## src/rtl/addsub_pkg.sv

```systemverilog
// Shared definitions for the ALU add/sub datapath: op-mode encoding,
// saturation constants and configuration legality checks.
package addsub_pkg;

  typedef enum logic [1:0] {
    OP_ADD  = 2'd0,
    OP_SUB  = 2'd1,
    OP_SADD = 2'd2,
    OP_SSUB = 2'd3
  } op_mode_e;

  localparam int MAX_W = 64;

  function automatic logic op_is_sub(input op_mode_e op);
    return op[0];
  endfunction

  function automatic logic op_is_sat(input op_mode_e op);
    return op[1];
  endfunction

  // Largest positive two's-complement value of width w: 0111...1
  function automatic logic [MAX_W-1:0] sat_max(input int w);
    logic [MAX_W-1:0] v;
    v = '0;
    for (int i = 0; i < w - 1; i++) v[i] = 1'b1;
    return v;
  endfunction

  // Most negative two's-complement value of width w: 1000...0
  function automatic logic [MAX_W-1:0] sat_min(input int w);
    logic [MAX_W-1:0] v;
    v = '0;
    v[w-1] = 1'b1;
    return v;
  endfunction

  function automatic bit cfg_ok(input int w, input int blk, input int st);
    return (blk > 0) && (w > 0) && (w <= MAX_W) && ((w % blk) == 0) &&
           (st >= 1) && (st <= w / blk) && (((w / blk) % st) == 0);
  endfunction

endpackage

```

## src/rtl/cla_block.sv

```systemverilog
// BLOCK-bit combinational carry-lookahead adder cell with group
// propagate/generate outputs for the next lookahead level.
module cla_block #(
  parameter int BLOCK = 4
) (
  input  logic [BLOCK-1:0] a,
  input  logic [BLOCK-1:0] b,
  input  logic             cin,
  output logic [BLOCK-1:0] s,
  output logic             cout,
  output logic             p,
  output logic             g
);

  logic [BLOCK-1:0] pb;
  logic [BLOCK-1:0] gb;
  logic [BLOCK:0]   c;
  logic             gacc;

  assign pb = a ^ b;
  assign gb = a & b;

  // Written as a recurrence; synthesis flattens it into two-level lookahead.
  always_comb begin
    c    = '0;
    gacc = 1'b0;
    c[0] = cin;
    for (int i = 0; i < BLOCK; i++) begin
      c[i+1] = gb[i] | (pb[i] & c[i]);
      gacc   = gb[i] | (pb[i] & gacc);
    end
  end

  assign s    = pb ^ c[BLOCK-1:0];
  assign cout = c[BLOCK];
  assign p    = &pb;
  assign g    = gacc;

endmodule

```

## src/rtl/pipelined_cla_addsub.sv

```systemverilog
// Pipelined CLA adder/subtractor with optional signed saturation and N/Z/V/C flags.
// Each stage resolves G blocks; upper operands ride forward, finished low bits accumulate.
module pipelined_cla_addsub
  import addsub_pkg::*;
#(
  parameter int WIDTH  = 16,
  parameter int BLOCK  = 4,
  parameter int STAGES = 2
) (
  input  logic             clk,
  input  logic             rst,
  input  logic             in_valid,
  output logic             in_ready,
  input  logic [WIDTH-1:0] a,
  input  logic [WIDTH-1:0] b,
  input  logic             sub,
  input  logic             sat,
  output logic             out_valid,
  input  logic             out_ready,
  output logic [WIDTH-1:0] sum,
  output logic             cout,
  output logic             ovf,
  output logic             zero,
  output logic             neg
);

  localparam int NBLK = WIDTH / BLOCK;
  localparam int G    = NBLK / STAGES;
  localparam int SW   = G * BLOCK;
  localparam int L    = STAGES - 1;

  localparam logic [WIDTH-1:0] SAT_MAX = WIDTH'(sat_max(WIDTH));
  localparam logic [WIDTH-1:0] SAT_MIN = WIDTH'(sat_min(WIDTH));

  if (!cfg_ok(WIDTH, BLOCK, STAGES)) begin : g_cfg_err
    $error("pipelined_cla_addsub: WIDTH must be a multiple of BLOCK and STAGES must divide WIDTH/BLOCK");
  end

  logic adv;
  assign adv      = !(out_valid && !out_ready);
  assign in_ready = adv;

  for (genvar k = 0; k < STAGES; k++) begin : stg
    localparam int LO = k * SW;
    localparam int HI = LO + SW;

    logic [WIDTH-1:LO] in_a;
    logic [WIDTH-1:LO] in_b;
    logic              in_c;
    logic              in_sat;
    logic              in_vld;
    logic [HI-1:0]     res;
    logic [G:0]        bc;
    logic [G-1:0]      bp;
    logic [G-1:0]      bg;
    logic [G-1:0]      bco;
    logic              unused_bco;

    assign unused_bco = ^bco;

    if (k == 0) begin : src
      assign in_a   = a;
      assign in_b   = b ^ {WIDTH{sub}};
      assign in_c   = sub;
      assign in_sat = sat;
      assign in_vld = in_valid;
    end else begin : src
      assign in_a          = stg[k-1].pr.q_a;
      assign in_b          = stg[k-1].pr.q_b;
      assign in_c          = stg[k-1].pr.q_c;
      assign in_sat        = stg[k-1].pr.q_sat;
      assign in_vld        = stg[k-1].pr.q_vld;
      assign res[LO-1:0]   = stg[k-1].pr.q_s;
    end

    assign bc[0] = in_c;

    // Second lookahead level: block carries come from group P/G.
    for (genvar j = 0; j < G; j++) begin : blk
      cla_block #(.BLOCK(BLOCK)) u_cla (
        .a    (in_a[LO + j*BLOCK +: BLOCK]),
        .b    (in_b[LO + j*BLOCK +: BLOCK]),
        .cin  (bc[j]),
        .s    (res[LO + j*BLOCK +: BLOCK]),
        .cout (bco[j]),
        .p    (bp[j]),
        .g    (bg[j])
      );
      assign bc[j+1] = bg[j] | (bp[j] & bc[j]);
    end

    if (k < L) begin : pr
      logic [WIDTH-1:HI] q_a;
      logic [WIDTH-1:HI] q_b;
      logic [HI-1:0]     q_s;
      logic              q_c;
      logic              q_sat;
      logic              q_vld;

      always_ff @(posedge clk or posedge rst) begin
        if (rst) begin
          q_a   <= '0;
          q_b   <= '0;
          q_s   <= '0;
          q_c   <= 1'b0;
          q_sat <= 1'b0;
          q_vld <= 1'b0;
        end else if (adv) begin
          q_vld <= in_vld;
          if (in_vld) begin
            q_a   <= in_a[WIDTH-1:HI];
            q_b   <= in_b[WIDTH-1:HI];
            q_s   <= res;
            q_c   <= bc[G];
            q_sat <= in_sat;
          end
        end
      end
    end
  end

  logic [WIDTH-1:0] raw;
  logic [WIDTH-1:0] fin;
  logic             raw_co;
  logic             a_msb;
  logic             b_msb;
  logic             c_msb;
  logic             raw_ovf;
  logic             last_sat;
  logic             last_vld;

  assign raw      = stg[L].res;
  assign raw_co   = stg[L].bc[G];
  assign a_msb    = stg[L].in_a[WIDTH-1];
  assign b_msb    = stg[L].in_b[WIDTH-1];
  assign last_sat = stg[L].in_sat;
  assign last_vld = stg[L].in_vld;

  // Carry into the MSB recovered from its sum bit and effective operands.
  assign c_msb   = raw[WIDTH-1] ^ a_msb ^ b_msb;
  assign raw_ovf = c_msb ^ raw_co;
  assign fin     = (last_sat && raw_ovf) ? (a_msb ? SAT_MIN : SAT_MAX) : raw;

  always_ff @(posedge clk or posedge rst) begin
    if (rst) begin
      out_valid <= 1'b0;
      sum       <= '0;
      cout      <= 1'b0;
      ovf       <= 1'b0;
      zero      <= 1'b0;
      neg       <= 1'b0;
    end else if (adv) begin
      out_valid <= last_vld;
      if (last_vld) begin
        sum  <= fin;
        cout <= raw_co;
        ovf  <= raw_ovf;
        zero <= (fin == '0);
        neg  <= fin[WIDTH-1];
      end
    end
  end

endmodule

```

## config.mk

```make
export PLATFORM = sky130hd
export DESIGN_NAME = pipelined_cla_addsub
export DESIGN_NICKNAME = d
export VERILOG_FILES = /design/src/rtl/addsub_pkg.sv /design/src/rtl/cla_block.sv /design/src/rtl/pipelined_cla_addsub.sv
export SDC_FILE = /design/constraint.sdc
export NUM_CORES = 1
export LEC_CHECK = 0
export ABC_AREA = 1
export ABC_CLOCK_PERIOD_IN_PS = 4250
export CORE_AREA = 2 2 77 79
export CTS_CLUSTER_DIAMETER = 40
export DETAILED_ROUTE_END_ITERATION = 8
export DIE_AREA = 0 0 79 81
export HOLD_SLACK_MARGIN = 0.08
export PLACE_DENSITY = 0.85
export SLEW_MARGIN = 25
export SYNTH_ARGS = -nofsm -noshare
export SYNTH_HDL_FRONTEND = slang
export SYNTH_SLANG_ARGS = --single-unit
```

## constraint.sdc

```tcl
create_clock -name clk -period 4.25 [get_ports clk]
set_input_delay 0.85 -clock clk [delete_from_list [all_inputs] [get_ports clk]]
set_output_delay 0.85 -clock clk [all_outputs]
set_load 0.02 [all_outputs]
```

* Word-level counts from Yosys, hierarchy flattened
Cells that the tools add are included.
** Cells by class
- Shift operators :: 0
- Bitwise operators :: 73
- $add $sub $neg :: 0
- Multipliers :: 0
- Div/mod/pow operators :: 0
- $lt $le $gt $ge :: 0
- Reductions and logical operators :: 11
- Equal/unequal tests :: 0
- Mux-type cells :: 2
** Operators with widths (count)
- two-way mux 16 bit :: 2
- bitwise XOR 4 bit :: 8
- bitwise AND 1 bit :: 28
- bitwise OR 1 bit :: 28
- bitwise AND 4 bit :: 4
- zero test 16 bit :: 1
- AND reduction 4 bit :: 4
- bitwise XOR 16 bit :: 1
- AND reduction 2 bit :: 2
- bitwise XOR 1 bit :: 3
- logical AND 1 bit :: 2
- zero test 1 bit :: 2
- NOT 1 bit :: 1
** Word-level totals
- Memories kept :: 0
- Register bits :: 48
- Bits in writable memories :: 0
- Bits in latches :: 0
- Bits in read-only memories :: 0
- Output and inout port bits :: 22

* Longest topological paths before layout
Gate-level depths: netlist (run 1).
- Depth in word-level cells :: 21
- Gate-level depth with buffers :: 20
- Gate-level depth less buffers :: 19

* Hierarchy
Synthesis (run 1) repeated with hierarchy kept, for this count alone.
** Second synthesis, totals
- Cells, all modules :: 355
- Area, all modules :: 2997.9 µm²
** Modules (own cells, without submodules)
- pipelined_cla_addsub :: sequential area each 1176.1 µm², cells an instance 243, instances 1, area each 2164.6 µm²
- cla_block (stg[0].blk[1].u_cla ...) :: sequential area each 0.0 µm², cells an instance 28, instances 2, area each 209.0 µm²
- cla_block (stg[0].blk[0].u_cla ...) :: sequential area each 0.0 µm², cells an instance 28, instances 2, area each 207.7 µm²

* Least setup slack after synthesis (run 1)
Ideal clock, no wire load.
- Path kind :: input-to-reg
- Start point :: in sub
- End point :: reg stg[0].pr.q_s[7]
- Arrival :: 3.659 ns
- Stages on the path :: 15
- Path slack :: 0.508 ns
- Data required time :: 4.167 ns
- Buffers on the path :: 2
- Cells stage by stage :: buf_2 -> buf_2 -> xnor2_1 -> inv_1 -> ha_1 -> inv_1 -> nor2_1 -> o21ai_0 -> nand2_1 -> a21oi_1 -> fa_1 -> fa_1 -> fa_1 -> xor2_1 -> o21ai_0
** Between the ends
- Longest elaborated chain between the ends :: 16
- Elaborated cells between the ends (all ways) :: 21
- Those cells by class :: 20 x bitwise; 1 x reduce/logical
** RTL lines
- from (decl) :: line pipelined_cla_addsub.sv:16 : input logic sub,
- bitwise XOR 16 bit :: line pipelined_cla_addsub.sv:63 : assign in_b = b ^ {WIDTH{sub}};
- bitwise XOR 4 bit / bitwise AND 4 bit (equally long branches) :: line cla_block.sv:20, cla_block.sv:21
- bitwise AND 1 bit :: line cla_block.sv:30 : gacc = gb[i] | (pb[i] & gacc);
- bitwise OR 1 bit :: line cla_block.sv:30
- bitwise AND 1 bit :: line cla_block.sv:30
- bitwise OR 1 bit :: line cla_block.sv:30
- bitwise AND 1 bit :: line cla_block.sv:30
- bitwise OR 1 bit :: line cla_block.sv:30
- bitwise OR 1 bit :: line pipelined_cla_addsub.sv:89 : assign bc[j+1] = bg[j] | (bp[j] & bc[j]);
- bitwise AND 1 bit :: line cla_block.sv:29 : c[i+1] = gb[i] | (pb[i] & c[i]);
- bitwise OR 1 bit :: line cla_block.sv:29
- bitwise AND 1 bit :: line cla_block.sv:29
- bitwise OR 1 bit :: line cla_block.sv:29
- bitwise AND 1 bit :: line cla_block.sv:29
- bitwise OR 1 bit :: line cla_block.sv:29
- bitwise XOR 4 bit (*) :: line cla_block.sv:34 : assign s = pb ^ c[BLOCK-1:0];
- to (signal assigned) :: line pipelined_cla_addsub.sv:113 : q_s <= res;
- to (decl) :: line pipelined_cla_addsub.sv:95 : logic [HI-1:0] q_s;
Mark *: on every way between the ends. The rest lies on a longest branch, timed or not.
A chain may end at the register's enable or synchronous reset.

* Worst setup path in the final report (run 1)
- Start point :: reg stg[0].pr.q_a[11] (netlist name)
- End point :: reg zero
** Between the ends
- Longest elaborated chain between the ends :: 17
- Elaborated cells between the ends (all ways) :: 23
- Those cells by class :: 1 x mux; 19 x bitwise; 3 x reduce/logical
** RTL lines
- from (decl) :: line pipelined_cla_addsub.sv:93 : logic [WIDTH-1:HI] q_a;
- from (signal assigned) :: line pipelined_cla_addsub.sv:111 : q_a <= in_a[WIDTH-1:HI];
- bitwise XOR 4 bit :: line cla_block.sv:20 : assign pb = a ^ b;
- AND reduction 4 bit / bitwise AND 1 bit (equally long branches) :: line cla_block.sv:36, cla_block.sv:30
- bitwise AND 1 bit / bitwise OR 1 bit (equally long branches) :: line pipelined_cla_addsub.sv:89, cla_block.sv:30
- bitwise OR 1 bit :: line pipelined_cla_addsub.sv:89
- bitwise AND 1 bit :: line cla_block.sv:29
- bitwise OR 1 bit :: line cla_block.sv:29
- bitwise AND 1 bit :: line cla_block.sv:29
- bitwise OR 1 bit :: line cla_block.sv:29
- bitwise AND 1 bit :: line cla_block.sv:29
- bitwise OR 1 bit :: line cla_block.sv:29
- bitwise XOR 4 bit :: line cla_block.sv:34
- bitwise XOR 1 bit (2 in series) :: line pipelined_cla_addsub.sv:140 : assign c_msb = raw[WIDTH-1] ^ a_msb ^ b_msb;
- bitwise XOR 1 bit :: line pipelined_cla_addsub.sv:141 : assign raw_ovf = c_msb ^ raw_co;
- logical AND 1 bit :: line pipelined_cla_addsub.sv:142 : assign fin = (last_sat && raw_ovf) ? (a_msb ? SAT_MIN : SAT_MAX) : raw;
- two-way mux 16 bit (*) :: line pipelined_cla_addsub.sv:142
- zero test 16 bit (*) :: line pipelined_cla_addsub.sv:158 : zero <= (fin == '0);
- to (signal assigned) :: line pipelined_cla_addsub.sv:158
- to (decl) :: line pipelined_cla_addsub.sv:23 : output logic zero,
Marks and branches as above.

==> metrics.yaml, run 1 <==
run_status:
  run_status: "completed"
drt:
  detailedRoute.firstIterationViolations: 112
  routed-via-count: 2273
  post_drt_wl_per_cell_um: 12.8
  totalWireLength_um: 5680
  route.antenna.remaining_nets: 0
  firstDrtPassIters: 5
  remaining_drc_errors: 0
  drt-vias-per-instance: 5.11
setup_path:
  timing.critical_path.depth: 17
  worst_path_max_delay_cell: "fa_1"
  cp_cell_sequence: "ha_1 -> a21oi_1 -> nand3_2 -> fa_1 -> fa_1 -> fa_1 -> xor2_1 -> nand2_1 -> nand2_2 -> inv_2 -> nand2_4 -> nand3_2 -> o21ai_0 -> nand2_1 -> nor2_1 -> nand3_1 -> nand2_1"
  crit_family: "adder cells"
  critical_path.endpoint: "zero"
  path_class: "reg2reg"
  r2r-start: "stg[0].pr.q_a[11]"
  worstPathRequired_ps: 4500
  critical_path.startpoint_type: "flip-flop"
  worst_setup_path_end_kind: "flip-flop"
  timing.critical_path.slowest_cell_delay_ps: 480
  regToRegSetupSlack_ps: 410
  timing.critical_path.buf_inv: 1
  timing.critical_path.arrival_ps: 4090
  cp-startpoint: "stg[0].pr.q_a[11]"
  worstRegToRegCells: 17
  critical_path.max_fanout: 22
  timing.rr.end: "zero"
floorplanning:
  initial_core_util_pct: 48.9
  floorplan.io_pins: 60
  fp.dieW_um: 79
  rows: 28
  die_height_um: 81
  fp.coreArea_um2: 5680
  die-area_um2: 6400
yosys:
  synthDominantAreaCellType: "dfrtp_1"
  yosys_register_bits: 47
  number_of_enable_type_register_cells_in_the_synthesized_netlist: 0
  synth_ff_type: "dfrtp_1"
  synthesized_instance_count: 312
  synth.most_common_cell: "nand2_1"
  synth_top_cells_by_area: "dfrtp_1, nand2_1, fa_1, ha_1, xnor2_1"
  synth.net_count: 377
  asr_flop_ratio_synth_pct: 100
  syn_avg_cell_area_um2: 8.89
  synth_cell_types: 27
  synth_warnings: 0
  synth_common_cells: "nand2_1, dfrtp_1, inv_1"
  synth.yosys.seq_area_share_pct: 42.4
  syn_area_um2: 2770
  synth_largest_type_area_fraction_pct: 42.4
placement:
  detailedPlacementHpwl_um: 4380
  io_buffer_count: 59
  replace_congestion: 0.808
final_layout:
  nets: 434
  layout-drive-gt1-share_pct: 5.95
  area_growth_pct: 27.3
  insertedDiodeCount: 0
clock_network:
  worst_skew_late_latency_ps: 310
  numCtsBuffers: 5
  post-cts-setup-buffers: 0
  cts.root.buffer_cell: "clkbuf_8"
  cts_htree_levels: 2
  ctsLongestPathBuffers: 2
  cts_hold_buf: 0
  cts_tree: "yes"
  clk_transition_reported_paths_ps: 90
  cts_num_sinks: 47
  post_cts_resized: 0
grt:
  grt_max_degree: 48
  grt_pass1_wl_um: 9800
  initial_antenna_violation_count: 0
  grt_pass1_vias: 2141
  grt-ovfl-total: 0
  track_usage_pct: 19.9
pwr:
  clock_power_share_pct: 17.8
  power_density_nw_per_um2: 540
  cell_internal_pwr_mw: 1.16
  p_total_mw: 1.91
  ir_worst_vdd_mv: 0.283
  comb_power_share_pct: 46.4
  power.sequential.fraction_pct: 35.9
  switchingPower_uw: 746
  netSwitchingFraction_pct: 39.1
  power.leakage_nw: 1.68
timing:
  slew_viol_final: 0
  clock_skew_ps: 6.31
  setup-tns-final_ps: 0
  rsz_0062_raised_after_global_routing: "no"
  tightest_slew_ps: 581
  timing.max_slew.rel_slack_pct: 61.3
  setup_violators_final: 0
  final_critical_path_share_of_the_clock_period_pct: 90.3
  fin_crit_ps: 3840
  fmax_ghz: 0.260
  finalHoldViolCount: 0
worst_hold_path:
  timing.hold.worst.class: "reg2reg"
job:
  drv_cap: 0
## worst reg2reg max path, delay by kind of cell (launching register included)
kind                     cells  cell delay (ps)
AND/OR/NAND/NOR              9             1050
flip-flops                   1              410
XOR/XNOR                     1              220
buffers and inverters        1               50
adder cells (fa/ha/maj)      4             1640
AO/OA/AOI/OAI                2              410
## cells in the final DEF (no fill, tap or decap)
cell	Yosys	layout
clkbuf_8	0	5
fa_1	11	11
nand2_1	80	80
o21bai_1	1	1
nand3_1	3	3
xor2_1	8	8
dfrtp_1	47	47
clkinv_4	0	1
clkinv_1	0	1
nand4_1	2	2
o21ai_1	2	2
mux2i_1	1	1
ha_1	16	16
bufinv_16	0	1
a21oi_1	19	19
nand2_2	1	1
inv_2	3	3
o21ai_0	26	26
a31oi_1	4	4
inv_1	27	26
nand2_4	1	1
nor2_1	24	24
nand3_2	4	4
buf_4	2	4
inv_6	0	1
clkdlybuf4s50_1	0	59
xnor2_1	16	16
o21a_1	2	2
nand4_2	1	1
## logic make-up (layout without fill, tap and decap cells)
group | Yosys count | after routing | share of synthesized area (%)
compound gates | 54 | 54 | 10.2
xor+xnor | 24 | 24 | 7.58
fa+ha+maj | 27 | 27 | 15.2
buf+inv | 43 | 101 | 6.72
flops | 47 | 47 | 42.4
mux | 1 | 1 | 0.361
simple gates | 116 | 116 | 17.6
## cell type report
class | count | area, µm²
fill | 487 | 2140
multi-input combinational | 222 | 1410
sequential | 47 | 1180
timing repair buffer | 63 | 621
inverter | 30 | 113
tap | 75 | 93.8
clock buffer | 5 | 68.8
clock inverter | 3 | 47.5
## state kept, by name, summed over array words and instances, names as in the netlist
register    count
sum            16
stg.pr.q_a      8
stg.pr.q_b      8
stg.pr.q_s      8
cout            1
last_sat        1
last_vld        1
out_valid       1
ovf             1
stg.pr.q_c      1
zero            1
## power by group through the flow
stage	sequential, mW	clock (mW)	combinational, mW
finish	0.684	0.339	0.885
global route	0.705	0.364	0.982
CTS	0.686	0.345	0.888
detailed placement	0.694	0	0.880
global placement	0.686	0	0.847
floorplan	0.780	0	0.471
## stage by stage
step | hold slack, ps | utilization [%] | worst slack [ps] | cell area (µm²) | std cells
6_report | 491 | 62.2 | 410 | 3530 | 445
5_1_grt | 508 | 62.2 | 211 | 3530 | 445
3_3_place_gp | 443 | 60.2 | 270 | 3410 | 437
2_1_floorplan | 432 | - | 508 | 2770 | 312
3_5_place_dp | 471 | 60.2 | 120 | 3410 | 437
4_1_cts | 492 | 62.2 | 410 | 3530 | 445
## how the worst min path moves through the flow
stage               startpoint   endpoint  slack (ps)  cells after the start
finish                     ovf        ovf         490                      2
global route               ovf        ovf         510                      2
CTS                   last_vld  out_valid         490                      2
detailed placement    last_vld  out_valid         470                      2
global placement      last_vld  out_valid         440                      2
floorplan             last_vld  out_valid         430                      2
## layer usage
metal	GRT usage [%]	vias up	part of all wire, %
met5	0	-	0
met4	7.24	0	2.0
met3	4.56	12	5.0
met2	34.2	62	51
met1	24.7	1088	42
li1	-	1111	-
Note: power is estimated with default switching activity, not from simulation.
==> run 2, diff against run 1 <==
--- a/config.mk
+++ b/config.mk
@@ -8,7 +8,6 @@
 export ABC_AREA = 1
 export ABC_CLOCK_PERIOD_IN_PS = 4250
 export CORE_AREA = 2 2 77 79
-export CTS_CLUSTER_DIAMETER = 40
 export DETAILED_ROUTE_END_ITERATION = 8
 export DIE_AREA = 0 0 79 81
 export HOLD_SLACK_MARGIN = 0.08
==> results of run 2 <==
The final DEF is identical to that of run 1; final timing and power are the same.
==> variant 1, RTL diff (flow settings as in run 1) <==
Make the reset (`rst`) synchronous in 2 clocked blocks.
--- a/src/rtl/pipelined_cla_addsub.sv
+++ b/src/rtl/pipelined_cla_addsub.sv
@@ -97,7 +97,7 @@
       logic              q_sat;
       logic              q_vld;
 
-      always_ff @(posedge clk or posedge rst) begin
+      always_ff @(posedge clk) begin
         if (rst) begin
           q_a   <= '0;
           q_b   <= '0;
@@ -141,7 +141,7 @@
   assign raw_ovf = c_msb ^ raw_co;
   assign fin     = (last_sat && raw_ovf) ? (a_msb ? SAT_MIN : SAT_MAX) : raw;
 
-  always_ff @(posedge clk or posedge rst) begin
+  always_ff @(posedge clk) begin
     if (rst) begin
       out_valid <= 1'b0;
       sum       <= '0;
Formal check against the unedited RTL: differs if rst is asserted again (counterexample within 4 cycles, from zero or initial values and one cycle with rst high); with rst held inactive, the same outputs for 10 cycles.
==> variant 1 against run 1 <==
Critical path depth decreased by 4. Final area down 2.4%. Cell count grew 4.3%. Non-clock buffer count stayed put. Synthesized cell count increased by 8.0%. Wire length up 3.5%. Largest cell class unchanged. Synthesized area is 3.2% lower. Sequential cell count unchanged. Worst setup slack gained 0.012 ns.
Power is not compared: it rests on default switching activity, and its combinational part moved more than twofold at a synthesized area within 25%.
==> variant 1: results (changes against run 1) <==
DP HPWL=4.56 mm (was 4.38 mm); # nets final=453 (was 434); share of cells above drive strength 1=3.86% (was 5.95%); Hold Crit Depth=2 (unchanged); HP Start=last_vld$_SDFFE_PP0N_ (was ovf$_DFFE_PP0P_); total number of vias=2363 (was 2273); total length of routed wires=5.88 mm (was 5.68 mm); Post-Place Cell Area=3310 µm² (was 3410 µm²); syn nets=402 (was 377); postcts setup bufs=0 (unchanged); largest net degree at the start of global routing=39 (was 48); Iter 0 DRT Violations=120 (was 112); status=finished clean (unchanged); Top FF cell, synth=dfxtp_1 (was dfrtp_1); gpl congestion=0.834 (was 0.808); Async SR Flop Fraction=0% (was 100%); worst hold path type=flip-flop to flip-flop (unchanged); clock buffer depth=2 (unchanged); WL met1=2.44 mm (was 2.40 mm); post-synthesis mux area share=0.373% (was 0.361%); crit-path max FO=6 (was 22); Post-synth top cells=dfxtp_1 (47), inv_1 (46), nand2_1 (40) (was nand2_1 (80), dfrtp_1 (47), inv_1 (27)); R2R cell count=18 (was 17); Crit path required time=4.46 ns (was 4.50 ns); met2 wire len=3.07 mm (was 2.88 mm); met2 usage=36.4% (was 34.2%); peak supply drop=146 µV; number of synthesized flops with an enable pin=0 (unchanged); Worst Max-Slew Pin Slew=0.977 ns (was 0.581 ns); post-CTS sizing=0 (unchanged); H-tree depth=2 (unchanged); first-pass iteration count of the detailed router=4 (was 5); Final TNS setup=0 ns (unchanged); met1 usage=21.9% (was 24.7%); Synth Area in Compound Gates=16.8% (was 10.2%); Netlist cell types=24 (was 27); CTS buffer count=5 (unchanged); global router's overall resource usage=19.8% (was 19.9%); top layer used by detailed routing=met4 (unchanged); Fin Clk Skew=0.0135 ns (was 0.00631 ns); first-pass GRT wire length=9.74 mm (was 9.80 mm); ranking of synthesized cells by area=dfxtp_1 (35%), fa_1 (8.2%), ha_1 (7.5%) (was dfrtp_1 (42%), nand2_1 (11%), fa_1 (7.9%)); Placement Setup Slack=0.123 ns (was 0.120 ns); clk_lat worst skew=0.30 ns; xor/xnor share of the synthesized area=7.83% (was 7.58%); vias in the first global route=2206 (was 2141); worst r2r src=stg[0].pr.q_a[9]$_SDFFE_PP0P_ (was stg[0].pr.q_a[11]$_DFFE_PP0P_); PortBufs=59 (unchanged); GR Layer Usage met3=4.22% (was 4.56%); CP max stage delay=0.51 ns (was 0.48 ns); CP max-delay cell=clkdlybuf4s50_1 (was fa_1); # diodes=0 (unchanged); met3 wire len=276 µm (was 284 µm); adder-cell area share of the yosys netlist=15.7% (was 15.2%); Critical Path Start=sub (was stg[0].pr.q_a[11]$_DFFE_PP0P_); Clock transition at path regs=0.09 ns (about the same); register area share after synthesis=35.1% (was 42.4%)
-- variant 1: cell count changes after synthesis, moves of 4 or more --
cell      delta
clkbuf_1     +7
dfxtp_1     +47
nand3_1     +16
o211ai_1    +15
nor2_1       +5
a31oi_1      -4
a21oi_1      +8
dfrtp_1     -47
nand2_1     -40
o21ai_0      +6
inv_1       +19
-- variant 1: worst paths after layout --
path | end | slack, ns
max | stg[0].pr.q_s[7]$_SDFFE_PP0P_ | 0.42
max reg2reg | zero$_SDFFE_PP0P_ | 0.46
min | last_vld$_SDFFE_PP0N_ | 0.47
min reg2reg | last_vld$_SDFFE_PP0N_ | 0.47
-- variant 1: logic make-up after synthesis --
kind of cell / after synthesis
AND/OR/NAND/NOR: 93
AO/OA/AOI/OAI: 80
buffers and inverters: 65
flip-flops: 47
adder cells (fa/ha/maj): 27
XOR/XNOR: 24
multiplexers: 1
-- variant 1: final cells by class --
type	instances	area, µm²
Clock buffer	5	68.8
Sequential cell	47	941
Inverter	46	173
Fill cell	510	2230
Tap cell	75	93.8
Timing Repair Buffer	63	621
Multi-Input combinational cell	225	1480
Clock inverter	3	67.6
-- variant 1: power breakdown --
part           internal [mW]  leakage, nW  switching (mW)
clock                  0.234       0.0644           0.151
combinational          0.156         1.12           0.181
sequential             0.479        0.389          0.0304
-- variant 1: worst reg2reg max path, delay by kind of cell (launching register included) --
family	cells	cell delay [ns]
simple gates	11	1.19
compound gates	2	0.35
fa+ha+maj	4	1.58
flops	1	0.41
xor+xnor	1	0.19
-- variant 1: metrics by stage --
stage,cells,utilization (%)
2_1_floorplan,337,-
3_3_place_gp,456,58.3
3_5_place_dp,456,58.3
4_1_cts,464,60.7
5_1_grt,464,60.7
6_report,464,60.7
==> variant 2, RTL diff (flow settings as in run 1) <==
Without the edit above. `BLOCK` is set to 4 in 2 places; all go to 2.
--- a/src/rtl/cla_block.sv
+++ b/src/rtl/cla_block.sv
@@ -1,7 +1,7 @@
 // BLOCK-bit combinational carry-lookahead adder cell with group
 // propagate/generate outputs for the next lookahead level.
 module cla_block #(
-  parameter int BLOCK = 4
+  parameter int BLOCK = 2
 ) (
   input  logic [BLOCK-1:0] a,
   input  logic [BLOCK-1:0] b,
--- a/src/rtl/pipelined_cla_addsub.sv
+++ b/src/rtl/pipelined_cla_addsub.sv
@@ -4,7 +4,7 @@
   import addsub_pkg::*;
 #(
   parameter int WIDTH  = 16,
-  parameter int BLOCK  = 4,
+  parameter int BLOCK  = 2,
   parameter int STAGES = 2
 ) (
   input  logic             clk,
Formal check against the unedited RTL: equivalent (Yosys induction, for registers that start in step).
==> variant 2 against run 1 <==
Combinational power rose by 9.4%. Die area is the same. Wire length is 3.9% lower. Synthesized area rose by 0.32%. Total power is 0.37% higher. Critical path depth down 6. Sequential cell count is the same. Worst hold slack worse by 0.013 ns. Worst setup slack improved by 0.37 ns. Final area fell by 0.85%.
==> variant 2: results (changes against run 1) <==
peak supply drop=283 µV (about the same); Placement Setup Slack=0.439 ns (was 0.120 ns); Post-synth top cells=nand2_1 (73), dfrtp_1 (47), inv_1 (33) (was nand2_1 (80), dfrtp_1 (47), inv_1 (27)); DP HPWL=4.23 mm (was 4.38 mm); post-DR vias/cell=4.96 (was 5.11); syn nets=373 (was 377); gpl congestion=0.834 (was 0.808); initial antenna violation count=0 (unchanged); Total Power=1.91 mW (about the same); Worst Max-Slew Pin Slew=0.771 ns (was 0.581 ns); register area share after synthesis=42.3% (was 42.4%); Largest register FFs=16 (unchanged); family with the most delay on the worst path=buffers and inverters (was adder cells); first-pass iteration count of the detailed router=4 (was 5); Fin Clk Skew=0.00415 ns (was 0.00631 ns); vias in the first global route=2168 (was 2141); Leak Pwr=1.67 nW (was 1.68 nW); CP max stage delay=0.84 ns (was 0.48 ns); CTS buffer count=5 (unchanged); post-CTS sizing=0 (unchanged); status=finished clean (unchanged); hold path endpoint=out_valid$_DFFE_PP0N_ (was ovf$_DFFE_PP0P_); share of cells above drive strength 1=8.70% (was 5.95%); # nets final=429 (was 434); DR WL/cell=12.3 µm (was 12.8 µm); global router's overall resource usage=18.6% (was 19.9%); first-pass GRT wire length=9.40 mm (was 9.80 mm); HP Start=last_vld$_DFFE_PP0N_ (was ovf$_DFFE_PP0P_); CP max-delay cell=clkdlybuf4s50_1 (was fa_1); crit-path max FO=12 (was 22); reg2reg setup slack=1.23 ns (was 0.41 ns); clk root buf=clkbuf_8 (unchanged); ranking of synthesized cells by area=dfrtp_1 (42%), nand2_1 (9.8%), ha_1 (7.2%) (was dfrtp_1 (42%), nand2_1 (11%), fa_1 (7.9%)); largest net degree at the start of global routing=48 (unchanged); worst path arrival time=3.69 ns (was 4.09 ns); Post-Place Cell Area=3410 µm² (about the same); Netlist cell types=32 (was 27)
[variant 2: logic make-up after synthesis]
kind of cell	Yosys count	share of synthesized area (%)
AO/OA/AOI/OAI	53	11.2
XOR/XNOR	27	9.04
adder cells (fa/ha/maj)	23	12.2
buffers and inverters	49	7.64
flip-flops	47	42.3
multiplexers	1	0.360
AND/OR/NAND/NOR	112	17.2
[variant 2: worst reg2reg max path, stage by stage, from the launching register on]
cell and delay, ns:
dfrtp_1 0.40, ha_1 0.34, nand2_1 0.09, clkinv_1 0.06, nand3_1 0.09, nand2_1 0.07, nand2_1 0.08, nand2_2 0.07
fa_1 0.42, xnor2_2 0.25, xnor2_2 0.17, nand3_2 0.17, nand3_4 0.25, o21ai_0 0.13, nand2_1 0.11, nor2_1 0.05
nand3_1 0.09, nand2_1 0.06
[variant 2: power breakdown]
group	leakage (nW)	switching (mW)	total, mW	internal [mW]
clock network	0.0470	0.142	0.269	0.128
registers	0.560	0.0911	0.677	0.586
logic	1.07	0.539	0.968	0.429
[variant 2: area by class of cell]
type                    instances  area, µm²
fillers                       499       2170
multi-input cells             216       1390
flip-flops and latches         47       1180
repair buffers                 62        613
inverters                      36        136
well taps                      75       93.8
clock buffers                   6       82.6
clock inverters                 1       5.00
[variant 2: worst max path at each step]
stage / from / endpoint / slack (ns) / depth (start not counted)
6_report: sub / stg[0].pr.q_s[6]$_DFFE_PP0P_ / 0.78 / 11
5_1_grt: sub / stg[0].pr.q_s[7]$_DFFE_PP0P_ / 0.56 / 12
4_1_cts: sub / stg[0].pr.q_s[6]$_DFFE_PP0P_ / 0.74 / 11
3_5_place_dp: sub / stg[0].pr.q_s[6]$_DFFE_PP0P_ / 0.44 / 11
3_3_place_gp: sub / stg[0].pr.q_s[6]$_DFFE_PP0P_ / 0.65 / 11
2_1_floorplan: sub / stg[0].pr.q_s[6]$_DFFE_PP0P_ / 1.15 / 12
[variant 2: metrics by stage]
step	cells	hold slack, ns
after detailed placement	436	0.463
after global routing	443	0.509
after global placement	436	0.443
after CTS	443	0.483
final	443	0.478
after floorplan	312	0.432
[variant 2: layer usage]
layer | global-route usage [%] | routed length, µm
met4 | 5.34 | 89
met5 | 0 | 0
met1 | 22.1 | 2250
met3 | 4.33 | 246
met2 | 33.8 | 2870
